<file path="config.mk">
export PLATFORM = sky130hd
export DESIGN_NAME = mem_arb
export DESIGN_NICKNAME = d
export VERILOG_FILES = /design/src/rtl/mem_arb_pkg.sv /design/src/rtl/mem_arb_pick.sv /design/src/rtl/reg_16b.sv /design/src/rtl/mem_arb.sv
export SDC_FILE = /design/constraint.sdc
export NUM_CORES = 1
export LEC_CHECK = 0
export CAP_MARGIN = 10
export CORE_UTILIZATION = 41
export DETAILED_ROUTE_END_ITERATION = 8
export PLACE_DENSITY_LB_ADDON = 0.15
export SYNTH_ARGS = -nofsm -noshare
export SYNTH_HDL_FRONTEND = slang
export SYNTH_SLANG_ARGS = --single-unit
</file>
<file path="constraint.sdc">
create_clock -name clk -period 3.35 [get_ports clk]
set_input_delay 0.5025 -clock clk [delete_from_list [all_inputs] [get_ports clk]]
set_output_delay 0.5025 -clock clk [all_outputs]
set_load 0.02 [all_outputs]
</file>
<file path="src/rtl/mem_arb_pkg.sv">
// rtl/mem_arb_pkg.sv - shared encodings and width for the memory arbiter
package mem_arb_pkg;
  localparam int DW = 16;

  typedef enum logic [1:0] {
    IDLE  = 2'd0,
    ISSUE = 2'd1,
    WAIT  = 2'd2
  } state_t;

  typedef enum logic {
    OWN_I = 1'b0,
    OWN_D = 1'b1
  } owner_t;
endpackage

</file>
<file path="src/rtl/mem_arb_pick.sv">
// rtl/mem_arb_pick.sv - combinational requester pick
// Data side wins unless it was served last and the fetch side is waiting.
module mem_arb_pick
  import mem_arb_pkg::*;
(
  input  logic   i_req,
  input  logic   d_req,
  input  owner_t last_grant,
  output logic   grant_valid,
  output owner_t grant_owner
);
  always_comb begin
    grant_valid = i_req | d_req;
    grant_owner = OWN_I;
    if (d_req && !(last_grant == OWN_D && i_req)) grant_owner = OWN_D;
  end
endmodule

</file>
<file path="src/rtl/reg_16b.sv">
// rtl/reg_16b.sv - 16-bit load-enabled register with synchronous reset
module reg_16b (
  input  logic        clk,
  input  logic        rst,
  input  logic        en,
  input  logic [15:0] d,
  output logic [15:0] q
);
  logic [15:0] val_q, val_d;

  always_comb begin
    val_d = val_q;
    if (en) val_d = d;
  end

  always_ff @(posedge clk) begin
    if (rst) val_q <= '0;
    else     val_q <= val_d;
  end

  assign q = val_q;
endmodule

</file>
<file path="src/rtl/mem_arb.sv">
// rtl/mem_arb.sv - two-requester arbiter in front of one shared memory port
// Single outstanding access: IDLE grants, ISSUE presents the command, WAIT awaits m_done.
module mem_arb
  import mem_arb_pkg::*;
#(
  parameter int MAX_WAIT = 15
) (
  input  logic        clk,
  input  logic        rst,
  input  logic        i_req,
  input  logic [15:0] i_addr,
  input  logic        d_rd,
  input  logic        d_wr,
  input  logic [15:0] d_addr,
  input  logic [15:0] d_wdata,
  output logic        i_done,
  output logic        i_stall,
  output logic        d_done,
  output logic        d_stall,
  output logic [15:0] rdata,
  output logic        m_enable,
  output logic        m_wr,
  output logic [15:0] m_addr,
  output logic [15:0] m_wdata,
  input  logic        m_stall,
  input  logic        m_done,
  input  logic [15:0] m_rdata,
  output logic        err
);
  localparam int CW = $clog2(MAX_WAIT + 1);

  state_t          state_q, state_d;
  owner_t          owner_q, owner_d, last_grant_q, last_grant_d, pick_owner;
  logic            wr_q, wr_d, err_q, err_d;
  logic [CW-1:0]   cnt_q, cnt_d;
  logic [DW-1:0]   addr_q, wdata_q;
  logic            d_req, pick_valid, grant, done, issue;

  assign d_req = d_rd | d_wr;
  assign grant = (state_q == IDLE) && pick_valid;
  assign issue = (state_q == ISSUE);

  mem_arb_pick u_pick (
    .i_req       (i_req),
    .d_req       (d_req),
    .last_grant  (last_grant_q),
    .grant_valid (pick_valid),
    .grant_owner (pick_owner)
  );

  reg_16b u_addr (
    .clk (clk),
    .rst (rst),
    .en  (grant),
    .d   ((pick_owner == OWN_D) ? d_addr : i_addr),
    .q   (addr_q)
  );

  reg_16b u_wdata (
    .clk (clk),
    .rst (rst),
    .en  (grant),
    .d   ((pick_owner == OWN_D) ? d_wdata : '0),
    .q   (wdata_q)
  );

  always_comb begin
    state_d      = state_q;
    owner_d      = owner_q;
    last_grant_d = last_grant_q;
    wr_d         = wr_q;
    cnt_d        = cnt_q;
    err_d        = err_q | (d_rd & d_wr);
    done         = 1'b0;
    case (state_q)
      IDLE: begin
        if (pick_valid) begin
          state_d      = ISSUE;
          owner_d      = pick_owner;
          last_grant_d = pick_owner;
          wr_d         = (pick_owner == OWN_D) && d_wr;
          cnt_d        = '0;
        end
      end
      ISSUE: begin
        if (!m_stall && m_done) begin
          done    = 1'b1;
          state_d = IDLE;
        end else if (!m_stall) begin
          state_d = WAIT;
        end
      end
      WAIT: begin
        if (m_done) begin
          done    = 1'b1;
          state_d = IDLE;
        end
      end
      default: state_d = IDLE;
    endcase
    // Busy cycle without completion: count it, abandon the access on the last allowed one.
    if (state_q != IDLE && !done) begin
      cnt_d = cnt_q + CW'(1);
      if (cnt_q == CW'(MAX_WAIT - 1)) begin
        err_d   = 1'b1;
        state_d = IDLE;
      end
    end
  end

  always_ff @(posedge clk) begin
    if (rst) begin
      state_q      <= IDLE;
      owner_q      <= OWN_I;
      last_grant_q <= OWN_I;
      wr_q         <= 1'b0;
      cnt_q        <= '0;
      err_q        <= 1'b0;
    end else begin
      state_q      <= state_d;
      owner_q      <= owner_d;
      last_grant_q <= last_grant_d;
      wr_q         <= wr_d;
      cnt_q        <= cnt_d;
      err_q        <= err_d;
    end
  end

  assign m_enable = !rst && issue;
  assign m_wr     = !rst && issue && wr_q;
  assign m_addr   = (!rst && issue) ? addr_q : '0;
  assign m_wdata  = (!rst && issue) ? wdata_q : '0;
  assign i_done   = !rst && done && (owner_q == OWN_I);
  assign d_done   = !rst && done && (owner_q == OWN_D);
  assign rdata    = (!rst && done) ? m_rdata : '0;
  assign i_stall  = !rst && i_req && !i_done;
  assign d_stall  = !rst && d_req && !d_done;
  assign err      = !rst && err_q;
endmodule

</file>
# Word level (Yosys, flattened, before mapping)
# Index checks and enable logic that the tools add are counted.
totals:
  ff_bits: 41
  out_inout_bits: 55
classes:
  n_addsub: 1
  eq_ne: 3
  n_mux: 21
  bitwise_logic: 5
  reduce_logical: 28
ops:
  columns: ["operator", "count"]
  rows:
  - ["16-bit 2-to-1 mux", 5]
  - ["1-bit logical AND", 16]
  - ["2-bit 2-to-1 mux", 6]
  - ["4-bit 2-to-1 mux", 3]
  - ["1-bit logical NOT", 6]
  - ["2-bit case mux with 3 select lines", 1]
  - ["2-bit nonzero test", 3]
  - ["1-bit 2-to-1 mux", 5]
  - ["4-bit by 1-bit adder with 4-bit output, second input constant", 1]
  - ["4-bit == test, second input constant", 1]
  - ["2-bit AND reduction", 2]
  - ["1-bit OR", 3]
  - ["2-bit by 1-bit == test with 1-bit output, second input constant", 1]
  - ["2-bit == test, second input constant", 1]
  - ["2-bit logical NOT", 1]
  - ["1-bit case mux with 2 select lines", 1]
  - ["1-bit AND", 1]
  - ["1-bit NOT", 1]

# Depth between registers and ports, before layout
# Gate-level depths: netlist of run 1.
logic_depth:
  word_depth: 8
  depth_mapped: 7
  mapped_depth_nobuf: 6

# Hierarchy
# From an unflattened synthesis of run 1, not the netlist that was laid out.
unflattened:
  hier_cells: 268
  hier_area_um2: 2407.3
by_module_without_submodules:
  columns: ["mod", "n_inst", "cells_each", "area_each_um2"]
  rows:
  - ["mem_arb", 1, 162, 1232.4]
  - ["reg_16b", 2, 52, 580.6]
  - ["mem_arb_pick", 1, 2, 13.8]

# Worst setup path before layout of run 1
# Ideal clock, no wire load.
synth_path:
  kind: "flip-flop to output port"
  startpoint: "reg state_q[0]"
  endpoint: "out i_stall"
  arrival_ps: 1724
  t_required_ps: 2847
  slack_ps: 1123
  stages_incl_launch_ff: 7
  path_buffers: 0
  path_cell_list: "dfxtp_1 inv_1 ha_1 nand2_1 a211oi_2 nor2b_1 nor3b_1"
synth_between:
  elab_chain_cells: 6
  word_cells_on_any_way: 7
synth_rtl:
  columns: ["item", "line", "rtl"]
  rows:
  - ["start, declared", "mem_arb.sv:32", "state_t state_q, state_d;"]
  - ["start signal, assigned", "mem_arb.sv:120", "state_q <= state_d;"]
  - ["2-bit == test or 2-bit by 1-bit == test with 1-bit output (tied branches)", "mem_arb.sv:75", "case (state_q)"]
  - ["1-bit case mux with 2 select lines *", "mem_arb.sv:75", null]
  - ["1-bit logical AND * (2 in series)", "mem_arb.sv:133", "assign i_done = !rst && done && (owner_q == OWN_I);"]
  - ["net i_done", "mem_arb.sv:16", "output logic i_done,"]
  - ["1-bit logical NOT *", "mem_arb.sv:136", "assign i_stall = !rst && i_req && !i_done;"]
  - ["1-bit logical AND *", "mem_arb.sv:136", null]
  - ["end, declared", "mem_arb.sv:17", "output logic i_stall,"]
# The timed path passes the listed nets; every way through them passes the cells marked *.

# Worst setup path in the final report of run 1
layout_path:
  startpoint: "in m_stall"
  endpoint: "out d_stall"
layout_between:
  elab_chain_cells: 8
layout_rtl:
  columns: ["item", "line", "rtl"]
  rows:
  - ["start, declared", "mem_arb.sv:25", "input logic m_stall,"]
  - ["1-bit logical NOT", null, null]
  - ["1-bit logical AND", "mem_arb.sv:86", "if (!m_stall && m_done) begin"]
  - ["1-bit 2-to-1 mux", "mem_arb.sv:86", null]
  - ["1-bit case mux with 2 select lines", "mem_arb.sv:75", null]
  - ["1-bit logical AND (2 in series)", "mem_arb.sv:134", "assign d_done = !rst && done && (owner_q == OWN_D);"]
  - ["1-bit logical NOT", "mem_arb.sv:137", "assign d_stall = !rst && d_req && !d_done;"]
  - ["1-bit logical AND", "mem_arb.sv:137", null]
  - ["end, declared", "mem_arb.sv:19", "output logic d_stall,"]
# No other way between the ends.

==> results by group, run 1 <==
Synth
  – Gate Count Post-Synth: roughly 250
  – Share of synthesized registers carrying an async set or reset: 0
  – Syn_nets: 329
  – Seq/Total Area, Yosys: 0.378
  – Top-area cell type share of the netlist area: 0.378
  – Synth Area per Inst: about 8.7 um^2
  – Synth Flop Type: dfxtp_1
  – #FFs+latches synth: ~40
  – Area contributors post-synth: dfxtp_1 (38%), and2_1 (15%), mux2i_1 (7.4%)
  – Post-synth EDFFs: 0
  – Synth area leader: dfxtp_1
  – Top-count cell post-synth: and2_1
  – Netlist Area Pre-Place: roughly 0.0022 mm^2
  – Ys Warns: 0
  – Synth cell count leaders: and2_1 (51), dfxtp_1 (41), nor2_1 (40)
  – Post-synth cell types: 32

Global route
  – Global-route wire length before repair: between 8000 and 9000 um
  – GRT overflow: 0
  – Antenna violations before repair: 0
  – Vias in the first global route: roughly 2,000
  – Largest net degree at the start of global routing: 38
  – Tot GR Track Use: 0.209

Floorplan
  – Num rows: 26
  – Initial Util: 0.426
  – Die Footprint: 0.00560 mm^2
  – Chip Width: approximately 75 um
  – IO Count: about 130
  – Vert. Die Dim: around 75 um
  – Core footprint: a little over 0.005 mm^2

Hold path
  – HP Class: reg2reg

Route
  – Drt first pass iters: 4
  – Drt total wl: roughly 5700 um
  – Iter 0 DRT Violations: 76
  – Routed vias/inst: roughly 5.0
  – DRC Markers: 0
  – Detail Route Antenna Nets: 0
  – DR vias: about 2,200
  – WL/cell: between 10 and 15 um

Worst setup path
  – Cell family with most CP delay: buffers and inverters
  – Critical path required time: 2.85 ns
  – CP Buf/Inv Count: 3
  – CP Max Fanout: 18
  – Largest stage delay, worst path: approximately 0.63 ns
  – Startpoint Class: primary input
  – Critical path's slowest cell: clkdlybuf4s50_1
  – CP Capture Type: output port
  – Critical path class: in2out
  – Crit-path cells: clkdlybuf4s50_1 > nand2b_1 > a211oi_2 > buf_4 > and2_1 > nor3_1 > clkdlybuf4s50_1
  – Worst EP arrival: approximately 2.5 ns
  – CP dominant cell by count: clkdlybuf4s50_1

CTS
  – CTS tree: built
  – Clk_lat worst skew: a little under 0.3 ns
  – Post-CTS Hold Buffers: 0
  – Clock root buffer master: clkbuf_8
  – Clock-pin transition on the worst setup and hold timing paths: about 0.070 ns
  – CTS sink cnt: 41
  – CTS max path bufs: 2
  – Setup bufs post-CTS: 0
  – Post_cts resized: 0
  – H-tree levels: 2
  – TritonCTS buffer count: 5

STA
  – RSZ-0062 raised after global routing: no
  – Fin crit share: 0.895
  – Final setup fails: 0
  – Slew margin rel.: 0.482
  – Setup TNS: 0 ns
  – Slew Limit Fails: 0
  – Max Freq: 334 MHz
  – Clk_skew: 0.00766 ns
  – Slew @ Worst Pin: between 0.7 and 0.8 ns
  – Hold_ws: 0.492 ns
  – Post-route setup slack: approximately 0.35 ns
  – Min Tclk post-route: 3.00 ns
  – Fin. Hold Viols: 0

Power and ir drop
  – Static Leak: 1.42 nW
  – Cell Pwr Density: 381 mW/mm^2
  – Worst VDD drop: 0.261 mV

Place
  – Post-Place Setup Slack: around 0.36 ns
  – DP Area: 0.00347 mm^2
  – Gpl congestion: just over 0.7
  – # port buffers: approximately 130
  – Hpwl dp: between 4000 and 5000 um
  – DP Cell Count: about 430

Cells and area
  – Nets: roughly 450
  – Antenna Cells: 0
  – Non-Filler Instances: between 400 and 500
  – Layout area overhead: 63.2%
  – Layout cells sized above 1: 0.0539
  – Final Cell Area: around 0.0035 mm^2

Run status
  – Status: completed

Job
  – Max-cap viol count: 0
==> where the power goes <==
part / total [mW] / internal [mW] / switching [mW]
Clock: 0.305 / 0.144 / 0.161
Combinational: 0.457 / 0.227 / 0.230
Sequential: 0.591 / 0.555 / 0.0357
==> cell families (layout without fill, tap and decap cells) <==
group	count (synthesis)	after routing	synth area share
and+or+nand+nor	110	110	0.265
AOI/OAI and AO/OA	52	52	0.183
DFF	41	41	0.378
buffers and inverters	24	144	0.0547
muxes	17	17	0.0789
adders and majority gates	7	7	0.0403
==> metrics by stage <==
stage               power [mW]  utilization
floorplan                0.884            -
global placement          1.05        0.679
detailed placement        1.06        0.679
CTS                       1.37        0.695
global route              1.44        0.695
finish                    1.35        0.695
==> layout make-up <==
type                            count  area [um^2]
Multi-Input combinational cell    186         1240
Sequential cell                    41          821
Clock buffer                        6         72.6
Fill cell                         440         1560
Inverter                            6         22.5
Tap cell                           70         87.6
Timing Repair Buffer              131         1290
Clock inverter                      1         8.76
==> worst min-delay path: stages, from the launching register on <==
cell and delay [ns]:
dfxtp_1 0.32, a22oi_1 0.06, nor2_1 0.08
==> final timing paths <==
kind	from	end	slack, ns	depth (start not counted)
min reg2reg	u_wdata.q[13]	u_wdata.q[13]	0.49	2
max reg2reg	state_q[1]	u_wdata.q[12]	1.53	5
max	m_stall	d_stall	0.35	7
min	u_wdata.q[13]	u_wdata.q[13]	0.49	2
==> cell usage in the layout (no fill, tap or decap), types with 2 or more instances in the layout <==
cell / Yosys / routed
clkdlybuf4s50_1: 0 / 124
and2_1: 51 / 51
dfxtp_1: 41 / 41
nor2_1: 40 / 39
a22oi_1: 18 / 18
a211oi_1: 17 / 17
mux2i_1: 16 / 16
ha_1: 7 / 7
inv_1: 6 / 6
buf_4: 0 / 6
nor2b_1: 6 / 5
nand3_1: 5 / 5
clkbuf_8: 0 / 5
a21oi_1: 4 / 4
o21ai_0: 3 / 3
nand2_1: 2 / 2
nor3_1: 2 / 2
==> state kept, by name, summed over array words and instances, names as in the netlist <==
signal and count:
cnt_q 4, err_q 1, state_q 2, last_grant_q 1, u_addr.q 16, wr_q 1
u_wdata.q 16
==> layer usage <==
metal  part of all wire  global-route usage  wire [um]
met1               0.41               0.225       2330
met2               0.52               0.382       2960
met3              0.052              0.0562        296
met4              0.026              0.0901        150
met5                  0                   0          0
Power figures use the tool's default switching activity.
==> inputs of run 2 (changes only) <==
--- a/config.mk
+++ b/config.mk
@@ -6,8 +6,9 @@
 export NUM_CORES = 1
 export LEC_CHECK = 0
 export CAP_MARGIN = 10
-export CORE_UTILIZATION = 41
+export CORE_UTILIZATION = 48
 export DETAILED_ROUTE_END_ITERATION = 8
+export DONT_BUFFER_PORTS = 1
 export PLACE_DENSITY_LB_ADDON = 0.15
 export SYNTH_ARGS = -nofsm -noshare
 export SYNTH_HDL_FRONTEND = slang
==> results by group, run 2 (same netlist as run 1, synthesis figures left out) <==
Place
  – Hpwl dp: ~3100 um
  – Gpl congestion: 0.889
  – Post-Place Setup Slack: a little over 0.7 ns
  – DP Area: 0.00218 mm^2
  – # port buffers: 0

CTS
  – Post_cts resized: 0
  – Setup bufs post-CTS: 0
  – Clk_lat worst skew: about 0.28 ns
  – CTS tree: built
  – Clock-pin transition on the worst setup and hold timing paths: 0.07 ns
  – TritonCTS buffer count: 5
  – Post-CTS Hold Buffers: 0
  – H-tree levels: 2
  – CTS sink cnt: between 40 and 50
  – CTS max path bufs: 2
  – Clock root buffer master: clkbuf_8

STA
  – Slew @ Worst Pin: 0.680 ns
  – RSZ-0062 raised after global routing: no
  – Fin crit share: 0.873
  – Slew Limit Fails: 0
  – Max Freq: between 300 and 400 MHz
  – Slew margin rel.: 0.547
  – Final setup fails: 0
  – Fin. Hold Viols: 0
  – Min Tclk post-route: 2.92 ns
  – Setup TNS: 0 ns
  – Clk_skew: approximately 0.0023 ns
  – Post-route setup slack: between 0.4 and 0.5 ns

Worst setup path
  – CP Depth: 6
  – Largest stage delay, worst path: 0.58 ns
  – CP Max Fanout: 18
  – Worst EP arrival: approximately 2.4 ns
  – Critical path's slowest cell: a211oi_2
  – Critical path required time: around 2.9 ns
  – Cell family with most CP delay: simple AND/OR/NAND/NOR gates
  – Startpoint Class: flip-flop
  – Critical path class: reg2out
  – CP Buf/Inv Count: 1
  – Crit. Startpoint: state_q[1]
  – Crit-path cells: inv_1 > ha_1 > nand2_1 > a211oi_2 > nor2b_1 > nor3b_1
  – CP Capture Type: output port
  – Worst flop-to-flop path startpoint: last_grant_q
  – Reg2reg path depth: 4

Cells and area
  – Layout area overhead: 5.07%
  – Most frequent cells in the layout: and2_1 (51), dfxtp_1 (41), nor2_1 (39)
  – Nets: ~320
  – Layout cells sized above 1: 0.0776
  – Antenna Cells: 0
  – Final core utilization: 0.524
  – Final Cell Area: 0.00228 mm^2
  – Commonest non-fill, non-tap cell in the layout: and2_1

Route
  – Iter 0 DRT Violations: between 60 and 70
  – DRC Markers: 0
  – Routed vias/inst: around 5.6
  – DR WL met3: roughly 230 um
  – M1 WL: 1990 um
  – Detail Route Antenna Nets: 0
  – Drt first pass iters: 4
  – Top sig layer: met4
  – Drt total wl: 4440 um
  – DR vias: between 1,500 and 2,000
  – WL/cell: around 15 um
  – Met2 wire len: between 2000 and 2500 um

Floorplan
  – Chip Width: around 69 um
  – Num rows: 24
  – Initial Util: 0.499
  – Vert. Die Dim: 69.3 um
  – Die Footprint: slightly below 0.005 mm^2
  – Core footprint: ~0.0044 mm^2
  – IO Count: about 130

Global route
  – Tot GR Track Use: 0.180
  – Global-route wire length before repair: slightly above 7000 um
  – Antenna violations before repair: 0
  – GRT overflow: 0
  – Largest net degree at the start of global routing: between 40 and 50
  – Vias in the first global route: about 1,500

Hold path
  – HP Class: in2reg
  – WHS Path Cells: 1
  – Hold Crit Start: rst

Job
  – Max-cap viol count: 0

Power and ir drop
  – Worst VDD drop: roughly 0.25 mV
  – Static Leak: between 0.9 and 1 nW
  – Cell Pwr Density: ~550 mW/mm^2
  – Tot Pwr: around 1.3 mW

Run status
  – Status: completed
[run 2: path summary, 6_finish.rpt]
kind	endpoint	slack [ns]
worst max-delay path	i_stall	0.43
worst min-delay path	err_q	0.29
worst max register to register	u_wdata.q[13]	1.41
worst min register to register	u_wdata.q[1]	0.49
[run 2: layout make-up]
class                   count  area, um^2
clock buffers               7        96.3
clock inverters             1        5.00
fillers                   427        2070
inverters                   6        22.5
multi-input cells         186        1240
flip-flops and latches     41         821
well taps                  52        65.1
repair buffers              4        30.0
[run 2: routing by layer]
layer | global-route usage | up-vias
met2 | 0.300 | 52
met3 | 0.0538 | 4
met4 | 0.0544 | 0
met1 | 0.224 | 769
li1 | - | 853
met5 | 0 | -
[run 2: metrics by stage]
step                hold slack, ns  cells
global placement             0.470    289
floorplan                    0.457    251
global route                 0.259    297
finish                       0.294    297
detailed placement           0.480    289
CTS                          0.264    297
[run 2: report_power, final]
| group | internal, mW | total (mW) | switching (mW) | leakage [nW] |
|---|---|---|---|---|
| Combinational | 0.122 | 0.322 | 0.199 | 0.564 |
| Clock | 0.186 | 0.346 | 0.160 | 0.0542 |
| Sequential | 0.555 | 0.590 | 0.0349 | 0.339 |
| Total | 0.863 | 1.26 | 0.394 | 0.957 |
==> inputs of run 3 (changes only) <==
--- a/config.mk
+++ b/config.mk
@@ -9,6 +9,7 @@
 export CORE_UTILIZATION = 48
 export DETAILED_ROUTE_END_ITERATION = 8
 export DONT_BUFFER_PORTS = 1
+export GPL_ROUTABILITY_DRIVEN = 0
 export PLACE_DENSITY_LB_ADDON = 0.15
 export SYNTH_ARGS = -nofsm -noshare
 export SYNTH_HDL_FRONTEND = slang
==> results of run 3 <==
The final DEF is identical to that of run 2; final timing and power are the same.
